`src/rtl/cnn_param_loader_pkg.sv`:
```
// Shared constants, bank geometry, FSM state type and fixed8 helpers for the
// CNN parameter loader.
package cnn_load_pkg;

  localparam int ADDR_W_D = 16;
  localparam int DATA_W_D = 32;
  localparam int Q_W_D    = 8;
  localparam int NBANK_D  = 15;
  localparam int CNT_W    = 15;

  localparam logic [4:0] SEL_IMG = 5'd0;
  localparam logic [4:0] SEL_K01 = 5'd1;
  localparam logic [4:0] SEL_B01 = 5'd2;
  localparam logic [4:0] SEL_K02 = 5'd3;
  localparam logic [4:0] SEL_B02 = 5'd4;
  localparam logic [4:0] SEL_K03 = 5'd5;
  localparam logic [4:0] SEL_B03 = 5'd6;
  localparam logic [4:0] SEL_K06 = 5'd7;
  localparam logic [4:0] SEL_B06 = 5'd8;
  localparam logic [4:0] SEL_K07 = 5'd9;
  localparam logic [4:0] SEL_B07 = 5'd10;
  localparam logic [4:0] SEL_K08 = 5'd11;
  localparam logic [4:0] SEL_B08 = 5'd12;
  localparam logic [4:0] SEL_K12 = 5'd13;
  localparam logic [4:0] SEL_B12 = 5'd14;
  localparam logic [4:0] SEL_MAX = 5'd14;

  localparam logic [CNT_W-1:0] BANK_SIZE [0:14] = '{
    15'd3072, 15'd756,   15'd28, 15'd7056, 15'd28,
    15'd84,   15'd28,    15'd14112, 15'd56, 15'd28224,
    15'd56,   15'd1568,  15'd56, 15'd560,  15'd10
  };

  typedef enum logic [1:0] {
    ST_IDLE = 2'd0,
    ST_RUN  = 2'd1,
    ST_DONE = 2'd2
  } state_e;

  localparam logic signed [DATA_W_D-1:0] Q_MIN = -32'sd128;
  localparam logic signed [DATA_W_D-1:0] Q_MAX = 32'sd127;

  function automatic logic [Q_W_D-1:0] sat_q(input logic signed [DATA_W_D-1:0] v);
    logic [Q_W_D-1:0] r;
    if (v > Q_MAX) begin
      r = Q_MAX[Q_W_D-1:0];
    end else if (v < Q_MIN) begin
      r = Q_MIN[Q_W_D-1:0];
    end else begin
      r = v[Q_W_D-1:0];
    end
    return r;
  endfunction

  // Unknown bank codes report size 0 so no address can ever be in range.
  function automatic logic [CNT_W-1:0] bank_size(input logic [4:0] sel);
    logic [CNT_W-1:0] r;
    r = '0;
    for (int i = 0; i < NBANK_D; i++) begin
      if (sel == 5'(i)) begin
        r = BANK_SIZE[i];
      end
    end
    return r;
  endfunction

endpackage

```
`src/rtl/cnn_param_loader_if.sv`:
```
// Host write port of the parameter loader: one write beat per cycle.
interface cnn_param_loader_if #(
  parameter int ADDR_W = 16,
  parameter int DATA_W = 32
);
  logic              wr_en;
  logic [4:0]        wr_sel;
  logic [ADDR_W-1:0] wr_addr;
  logic [DATA_W-1:0] wr_data;

  modport master (output wr_en, output wr_sel, output wr_addr, output wr_data);
  modport slave  (input  wr_en, input  wr_sel, input  wr_addr, input  wr_data);
endinterface

```
`src/rtl/cnn_param_loader_bank_ctr.sv`:
```
// Per-bank fill counter: counts accepted beats up to the bank size and holds.
module load_bank_ctr
  import cnn_load_pkg::*;
#(
  parameter logic [CNT_W-1:0] SIZE = 15'd1
) (
  input  logic clk,
  input  logic rst_n,
  input  logic inc,
  input  logic clr,
  output logic full
);

  logic [CNT_W-1:0] cnt_r;

  // Saturating fill count; clear has priority over increment.
  always_ff @(posedge clk or negedge rst_n) begin
    if (!rst_n) begin
      cnt_r <= '0;
    end else if (clr) begin
      cnt_r <= '0;
    end else if (inc && (cnt_r != SIZE)) begin
      cnt_r <= cnt_r + 15'd1;
    end
  end

  assign full = (cnt_r == SIZE);

endmodule

```
`src/rtl/cnn_param_loader.sv`:
```
// Host-side loader: validates write beats, saturates to fixed8, drives one-hot
// bank writes, tracks bank fill and sequences the compute core.
module cnn_param_loader
  import cnn_load_pkg::*;
#(
  parameter int Q_W   = Q_W_D,
  parameter int NBANK = NBANK_D
) (
  input  logic                  clk,
  input  logic                  rst_n,
  cnn_param_loader_if.slave     wr,
  input  logic                  start,
  input  logic                  err_clr,
  input  logic                  core_done,
  output logic [NBANK-1:0]      mem_we,
  output logic [14:0]           mem_addr,
  output logic [Q_W-1:0]        mem_data,
  output logic                  core_start,
  output logic                  busy,
  output logic                  done,
  output logic [NBANK-1:0]      loaded,
  output logic                  err_sel,
  output logic                  err_addr,
  output logic                  err_start,
  output logic                  err_busy
);

  state_e           state_r;
  logic [NBANK-1:0] mem_we_r;
  logic [14:0]      mem_addr_r;
  logic [Q_W-1:0]   mem_data_r;
  logic             core_start_r, busy_r, done_r;
  logic             err_sel_r, err_addr_r, err_start_r, err_busy_r;

  logic             sel_ok_s, addr_ok_s, run_s, accept_s;
  logic             all_loaded_s, start_ok_s, start_err_s;
  logic [CNT_W-1:0] size_s;
  logic [NBANK-1:0] onehot_s, loaded_s;

  // Beat validation and start qualification.
  always_comb begin
    sel_ok_s     = (wr.wr_sel <= SEL_MAX);
    size_s       = bank_size(wr.wr_sel);
    addr_ok_s    = sel_ok_s && (32'(wr.wr_addr) < 32'(size_s));
    run_s        = (state_r == ST_RUN);
    accept_s     = wr.wr_en && !run_s && sel_ok_s && addr_ok_s;
    all_loaded_s = &loaded_s;
    start_ok_s   = start && !run_s && all_loaded_s && !wr.wr_en;
    start_err_s  = start && !run_s && !start_ok_s;
    if (accept_s) begin
      onehot_s = {{(NBANK-1){1'b0}}, 1'b1} << wr.wr_sel;
    end else begin
      onehot_s = '0;
    end
  end

  // Only the image bank is consumed per inference; weights stay loaded.
  for (genvar g = 0; g < NBANK; g++) begin : g_ctr
    load_bank_ctr #(.SIZE(BANK_SIZE[g])) u_ctr (
      .clk   (clk),
      .rst_n (rst_n),
      .inc   (onehot_s[g]),
      .clr   ((g == int'(SEL_IMG)) ? start_ok_s : 1'b0),
      .full  (loaded_s[g])
    );
  end

  // Memory-side write register.
  always_ff @(posedge clk or negedge rst_n) begin
    if (!rst_n) begin
      mem_we_r   <= '0;
      mem_addr_r <= '0;
      mem_data_r <= '0;
    end else begin
      mem_we_r <= onehot_s;
      if (accept_s) begin
        mem_addr_r <= wr.wr_addr[14:0];
        mem_data_r <= Q_W'(sat_q($signed(wr.wr_data)));
      end
    end
  end

  // Run sequencer with registered status outputs.
  always_ff @(posedge clk or negedge rst_n) begin
    if (!rst_n) begin
      state_r      <= ST_IDLE;
      core_start_r <= 1'b0;
      busy_r       <= 1'b0;
      done_r       <= 1'b0;
    end else begin
      core_start_r <= 1'b0;
      case (state_r)
        ST_IDLE: begin
          if (start_ok_s) begin
            state_r      <= ST_RUN;
            core_start_r <= 1'b1;
            busy_r       <= 1'b1;
          end
        end
        ST_RUN: begin
          if (core_done) begin
            state_r <= ST_DONE;
            busy_r  <= 1'b0;
            done_r  <= 1'b1;
          end
        end
        ST_DONE: begin
          if (start_ok_s) begin
            state_r      <= ST_RUN;
            core_start_r <= 1'b1;
            busy_r       <= 1'b1;
            done_r       <= 1'b0;
          end else if (accept_s) begin
            state_r <= ST_IDLE;
            done_r  <= 1'b0;
          end
        end
        default: begin
          state_r <= ST_IDLE;
          busy_r  <= 1'b0;
          done_r  <= 1'b0;
        end
      endcase
    end
  end

  // Sticky errors; a new event wins over a simultaneous clear.
  always_ff @(posedge clk or negedge rst_n) begin
    if (!rst_n) begin
      err_sel_r   <= 1'b0;
      err_addr_r  <= 1'b0;
      err_start_r <= 1'b0;
      err_busy_r  <= 1'b0;
    end else begin
      err_sel_r   <= (wr.wr_en && !run_s && !sel_ok_s) || (err_sel_r && !err_clr);
      err_addr_r  <= (wr.wr_en && !run_s && sel_ok_s && !addr_ok_s) || (err_addr_r && !err_clr);
      err_start_r <= start_err_s || (err_start_r && !err_clr);
      err_busy_r  <= (wr.wr_en && run_s) || (err_busy_r && !err_clr);
    end
  end

  assign mem_we     = mem_we_r;
  assign mem_addr   = mem_addr_r;
  assign mem_data   = mem_data_r;
  assign core_start = core_start_r;
  assign busy       = busy_r;
  assign done       = done_r;
  assign loaded     = loaded_s;
  assign err_sel    = err_sel_r;
  assign err_addr   = err_addr_r;
  assign err_start  = err_start_r;
  assign err_busy   = err_busy_r;

endmodule
```
`src/flat_wrapper.sv`:
```
// flat-port wrapper written by rule: the top's interface ports become plain ports
module cnn_param_loader_flat import cnn_load_pkg::*;
#(
  parameter int Q_W   = Q_W_D,
  parameter int NBANK = NBANK_D
)
  (clk, rst_n, start, err_clr, core_done, mem_we, mem_addr, mem_data, core_start, busy, done, loaded, err_sel, err_addr, err_start, err_busy, wr_wr_en, wr_wr_sel, wr_wr_addr, wr_wr_data);
  cnn_param_loader_if wr_i ();
  input  logic clk;
  input  logic rst_n;
  input  logic start;
  input  logic err_clr;
  input  logic core_done;
  output logic [NBANK-1:0] mem_we;
  output logic [14:0] mem_addr;
  output logic [Q_W-1:0] mem_data;
  output logic core_start;
  output logic busy;
  output logic done;
  output logic [NBANK-1:0] loaded;
  output logic err_sel;
  output logic err_addr;
  output logic err_start;
  output logic err_busy;
  input wire logic [$bits(wr_i.wr_en)-1:0] wr_wr_en;
  input wire logic [$bits(wr_i.wr_sel)-1:0] wr_wr_sel;
  input wire logic [$bits(wr_i.wr_addr)-1:0] wr_wr_addr;
  input wire logic [$bits(wr_i.wr_data)-1:0] wr_wr_data;
  assign wr_i.wr_en = wr_wr_en;
  assign wr_i.wr_sel = wr_wr_sel;
  assign wr_i.wr_addr = wr_wr_addr;
  assign wr_i.wr_data = wr_wr_data;
  cnn_param_loader #(.Q_W(Q_W), .NBANK(NBANK)) u_core (.clk(clk), .rst_n(rst_n), .wr(wr_i), .start(start), .err_clr(err_clr), .core_done(core_done), .mem_we(mem_we), .mem_addr(mem_addr), .mem_data(mem_data), .core_start(core_start), .busy(busy), .done(done), .loaded(loaded), .err_sel(err_sel), .err_addr(err_addr), .err_start(err_start), .err_busy(err_busy));
endmodule
```
`config.mk`:
```
export PLATFORM = sky130hd
export DESIGN_NAME = cnn_param_loader_flat
export DESIGN_NICKNAME = d
export VERILOG_FILES = /design/src/rtl/cnn_param_loader_pkg.sv /design/src/rtl/cnn_param_loader_if.sv /design/src/rtl/cnn_param_loader_bank_ctr.sv /design/src/rtl/cnn_param_loader.sv /design/src/flat_wrapper.sv
export SDC_FILE = /design/constraint.sdc
export NUM_CORES = 1
export LEC_CHECK = 0
export ABC_AREA = 1
export BUFFER_PORTS_ARGS = -buffer_cell sky130_fd_sc_hd__buf_2
export CORE_AREA = 2 2 186 188
export DETAILED_ROUTE_END_ITERATION = 8
export DIE_AREA = 0 0 188 190
export HOLD_SLACK_MARGIN = 0.1
export PLACE_DENSITY = 0.72
export SLEW_MARGIN = 10
export SYNTH_ARGS = -nofsm -noshare
export SYNTH_HDL_FRONTEND = slang
export SYNTH_SLANG_ARGS = --single-unit
export TNS_END_PERCENT = 30
```
`constraint.sdc`:
```
create_clock -name clk -period 4.3 [get_ports clk]
set_input_delay 1.29 -clock clk [delete_from_list [all_inputs] [get_ports clk]]
set_output_delay 1.29 -clock clk [all_outputs]
set_load 0.02 [all_outputs]
```
==> metrics <==
Cells after Synth=2328; Layout area overhead=12.0%; Max Clk Rate=0.270 GHz; DR iter-0 viols=roughly 850; CTS max path bufs=3; unrepaired setup endpoints after global routing=false; CP Class=in -> reg; ys flop type=dfrtp_1; grt total ovfl=0; post-synth top area cell=dfrtp_1; antenna-violating nets left=0; global-route wire length before repair=65600 um; Setup Viol. Count Final=0; clock root buffer=clkbuf_16; Slew Limit Headroom=about half; Mapped Nets=between 2000 and 2500; Placeable Area=33900 um^2; status=finished, final reports clean; actual slew at the worst max-slew pin=755 ps; hold slack final=472 ps; ys async rst share=100%; mapped cell area=17000 um^2; met2 WL=18100 um; setup TNS=0 ps; initial antenna violation count=0; Worst EP required=4810 ps; Crit path arrival time=4210 ps; VDD IR-drop max=322 uV; clk_skew=around 11 ps; die area=35700 um^2; htree depth=1; RD Place Congestion=0.914; register area=6810 um^2; clk_lat worst skew=approximately 580 ps; WP buf/inv=5; Synth cell types=41; CP max-delay cell=ha_1; CTS sink count=272; number of inserted diodes=0; DR WL/cell=~13 um; Post-synth top cells=nand2_1 (645), inv_1 (302), dfrtp_1 (272); Die H=around 190 um; largest net degree at the start of global routing=95; via count of the first global-routing pass=roughly 14000; cts hold-fix bufs=0; fin crit share=a little under nine tenths; Crit path max-delay family=simple AND/OR/NAND/NOR gates; post-CTS sizing=0; DRC=0; layout cell share with drive strength beyond 1=under 10%; DR vias/cell=5.09; DP HPWL=around 29000 um; static leakage=between 9 and 10 nW; CTS clk-pin slew, worst paths=~60 ps; PD cells=331 nW/um^2; HP Class=reg -> reg; Setup crit start kind=primary input; crit-path cells=buf_2 -> inv_1 -> nand2_1 -> nor2_1 -> inv_1 -> nor2_1 -> nor2_1 -> nand3_1 -> nor2_1 -> ha_1 -> a21oi_1 -> o21ai_0 -> nand2_1 -> nand3_1 -> inv_2 -> nand3_4 -> nor2_4 -> nand2_4 -> inv_2 -> nand2_1 -> nand2_1; synth top area cells=dfrtp_1 (40%), nand2_1 (14%), xor2_1 (8.7%); Metal-1 WL=~18000 um; Starting Density=50.2%; Post-Syn Area per Cell=7.32 um^2; DIE WIDTH=approximately 190 um; final wirelength=38500 um; register area share after synthesis=between 30% and 40%; final hold vios=0; max cap viols=0; critical path fanouts, max=19; yosys warns=0; most common cell in the netlist=nand2_1; multi-input logic area=8650 um^2; met3 routed WL=1550 um; kind of end point of the critical path=register; minimum clock period=3700 ps; First-pass DRT Iterations=5; DR vias=14900; Largest stage delay, worst path=slightly above 300 ps; DR top layer=met4; gr usage total=21.7%; Total Nets Final=2548; Std-Cell Rows=68; number of flops mapped to enable cells by yosys=0; Yosys top cell area share=39.9%; setup repair bufs after CTS=0; Pins Over Slew Limit=0; hold wc startpoint=u_core.mem_addr[11]$_DFFE_PN0P_; IO Pins=between 100 and 150; TritonCTS clock tree=built; flops & latches, synth=272; Fillers=approximately 3100; CTS Buf Count=31; Setup crit start=wr_wr_sel[4]; reg2reg start=u_core.g_ctr[7].u_ctr.cnt_r[0]$_DFFE_PN0P_; PortBufs=roughly 120
worst register-to-register path, delay by kind of cell, from the launching register on:
family	cells	cell delay, ps
AND/OR/NAND/NOR	10	1680
flip-flops	1	410
buffers and inverters	2	330
adder cells (fa/ha/maj)	1	180
layer usage:
layer	up-vias	global-route usage, %
met5	-	0
met4	0	6.63
met3	72	3.08
met2	303	36.7
met1	6931	29.0
li1	7594	-
cell type report:
| class | count | share of cell area [%] |
|---|---|---|
| Clock inverter | 18 | 0.695 |
| Clock buffer | 40 | 4.50 |
| Tap cell | 455 | 2.98 |
| Inverter | 306 | 6.02 |
| Multi-Input combinational cell | 1687 | 45.3 |
| Sequential cell | 272 | 35.7 |
| Timing Repair Buffer | 148 | 4.85 |
state kept, by name (all words and copies together) (netlist names):
register	flops
u_core.g_ctr.u_ctr.cnt_r	225
u_core.done	1
u_core.err_start	1
u_core.state_r	2
u_core.mem_we	15
u_core.err_sel	1
u_core.core_start	1
u_core.mem_addr	15
u_core.err_addr	1
u_core.mem_data	8
u_core.err_busy	1
u_core.busy	1
where the power goes:
group | leakage, nW | internal, mW | total [mW] | switching, mW
clock network | 0.489 | 1.47 | 2.57 | 1.11
registers | 2.97 | 2.73 | 2.86 | 0.129
logic | 6.00 | 0.314 | 0.898 | 0.584
total | 9.46 | 4.51 | 6.33 | 1.82
metrics by stage:
step	util [%]	cell area, um^2	power, mW	setup slack, ps	std cells
CTS	56.2	19100	6.41	634	2926
global placement	53.3	18100	3.77	153	2868
detailed placement	53.3	18100	3.80	52.7	2868
global route	56.2	19100	6.65	233	2926
floorplan	-	17000	3.50	650	2328
finish	56.2	19100	6.33	596	2926
final timing paths:
path                       slack [ps]  depth (start not counted)                                          end
min reg2reg                       470                          2              u_core.mem_addr[11]$_DFFE_PN0P_
max                               600                         21  u_core.g_ctr[12].u_ctr.cnt_r[9]$_DFFE_PN0P_
min in group asynchronous         740                          1               u_core.mem_data[5]$_DFFE_PN0P_
min                               470                          2              u_core.mem_addr[11]$_DFFE_PN0P_
max reg2reg                      1590                         13   u_core.g_ctr[0].u_ctr.cnt_r[2]$_DFFE_PN0P_
max in group asynchronous        2740                          2   u_core.g_ctr[1].u_ctr.cnt_r[1]$_DFFE_PN0P_
cells by family after synthesis:
logic type	count (synthesis)	share of synthesized area [%]
adder cells (fa/ha/maj)	43	3.16
buffers and inverters	369	9.33
AO/OA/AOI/OAI	215	6.50
XOR/XNOR	191	9.81
flip-flops	272	39.9
AND/OR/NAND/NOR	1238	31.3
layout by cell type (no fill, tap or decap), drive strengths merged:
master    count
nand2       650
clkbuf       40
bufinv        1
nand3b        7
nor4         30
a2111oi       1
o32ai         1
xnor2        21
or2           5
buf         148
nor3         82
inv         306
clkinv       13
clkinvlp      4
a211oi        1
o311ai        1
xor2        170
nand3       147
a21o          1
nand4        45
a21oi         9
o211ai        1
o21a          2
nor2        272
dfrtp       272
o21ai       195
o22ai         3
ha           43
(Power assumes the default switching activity.)
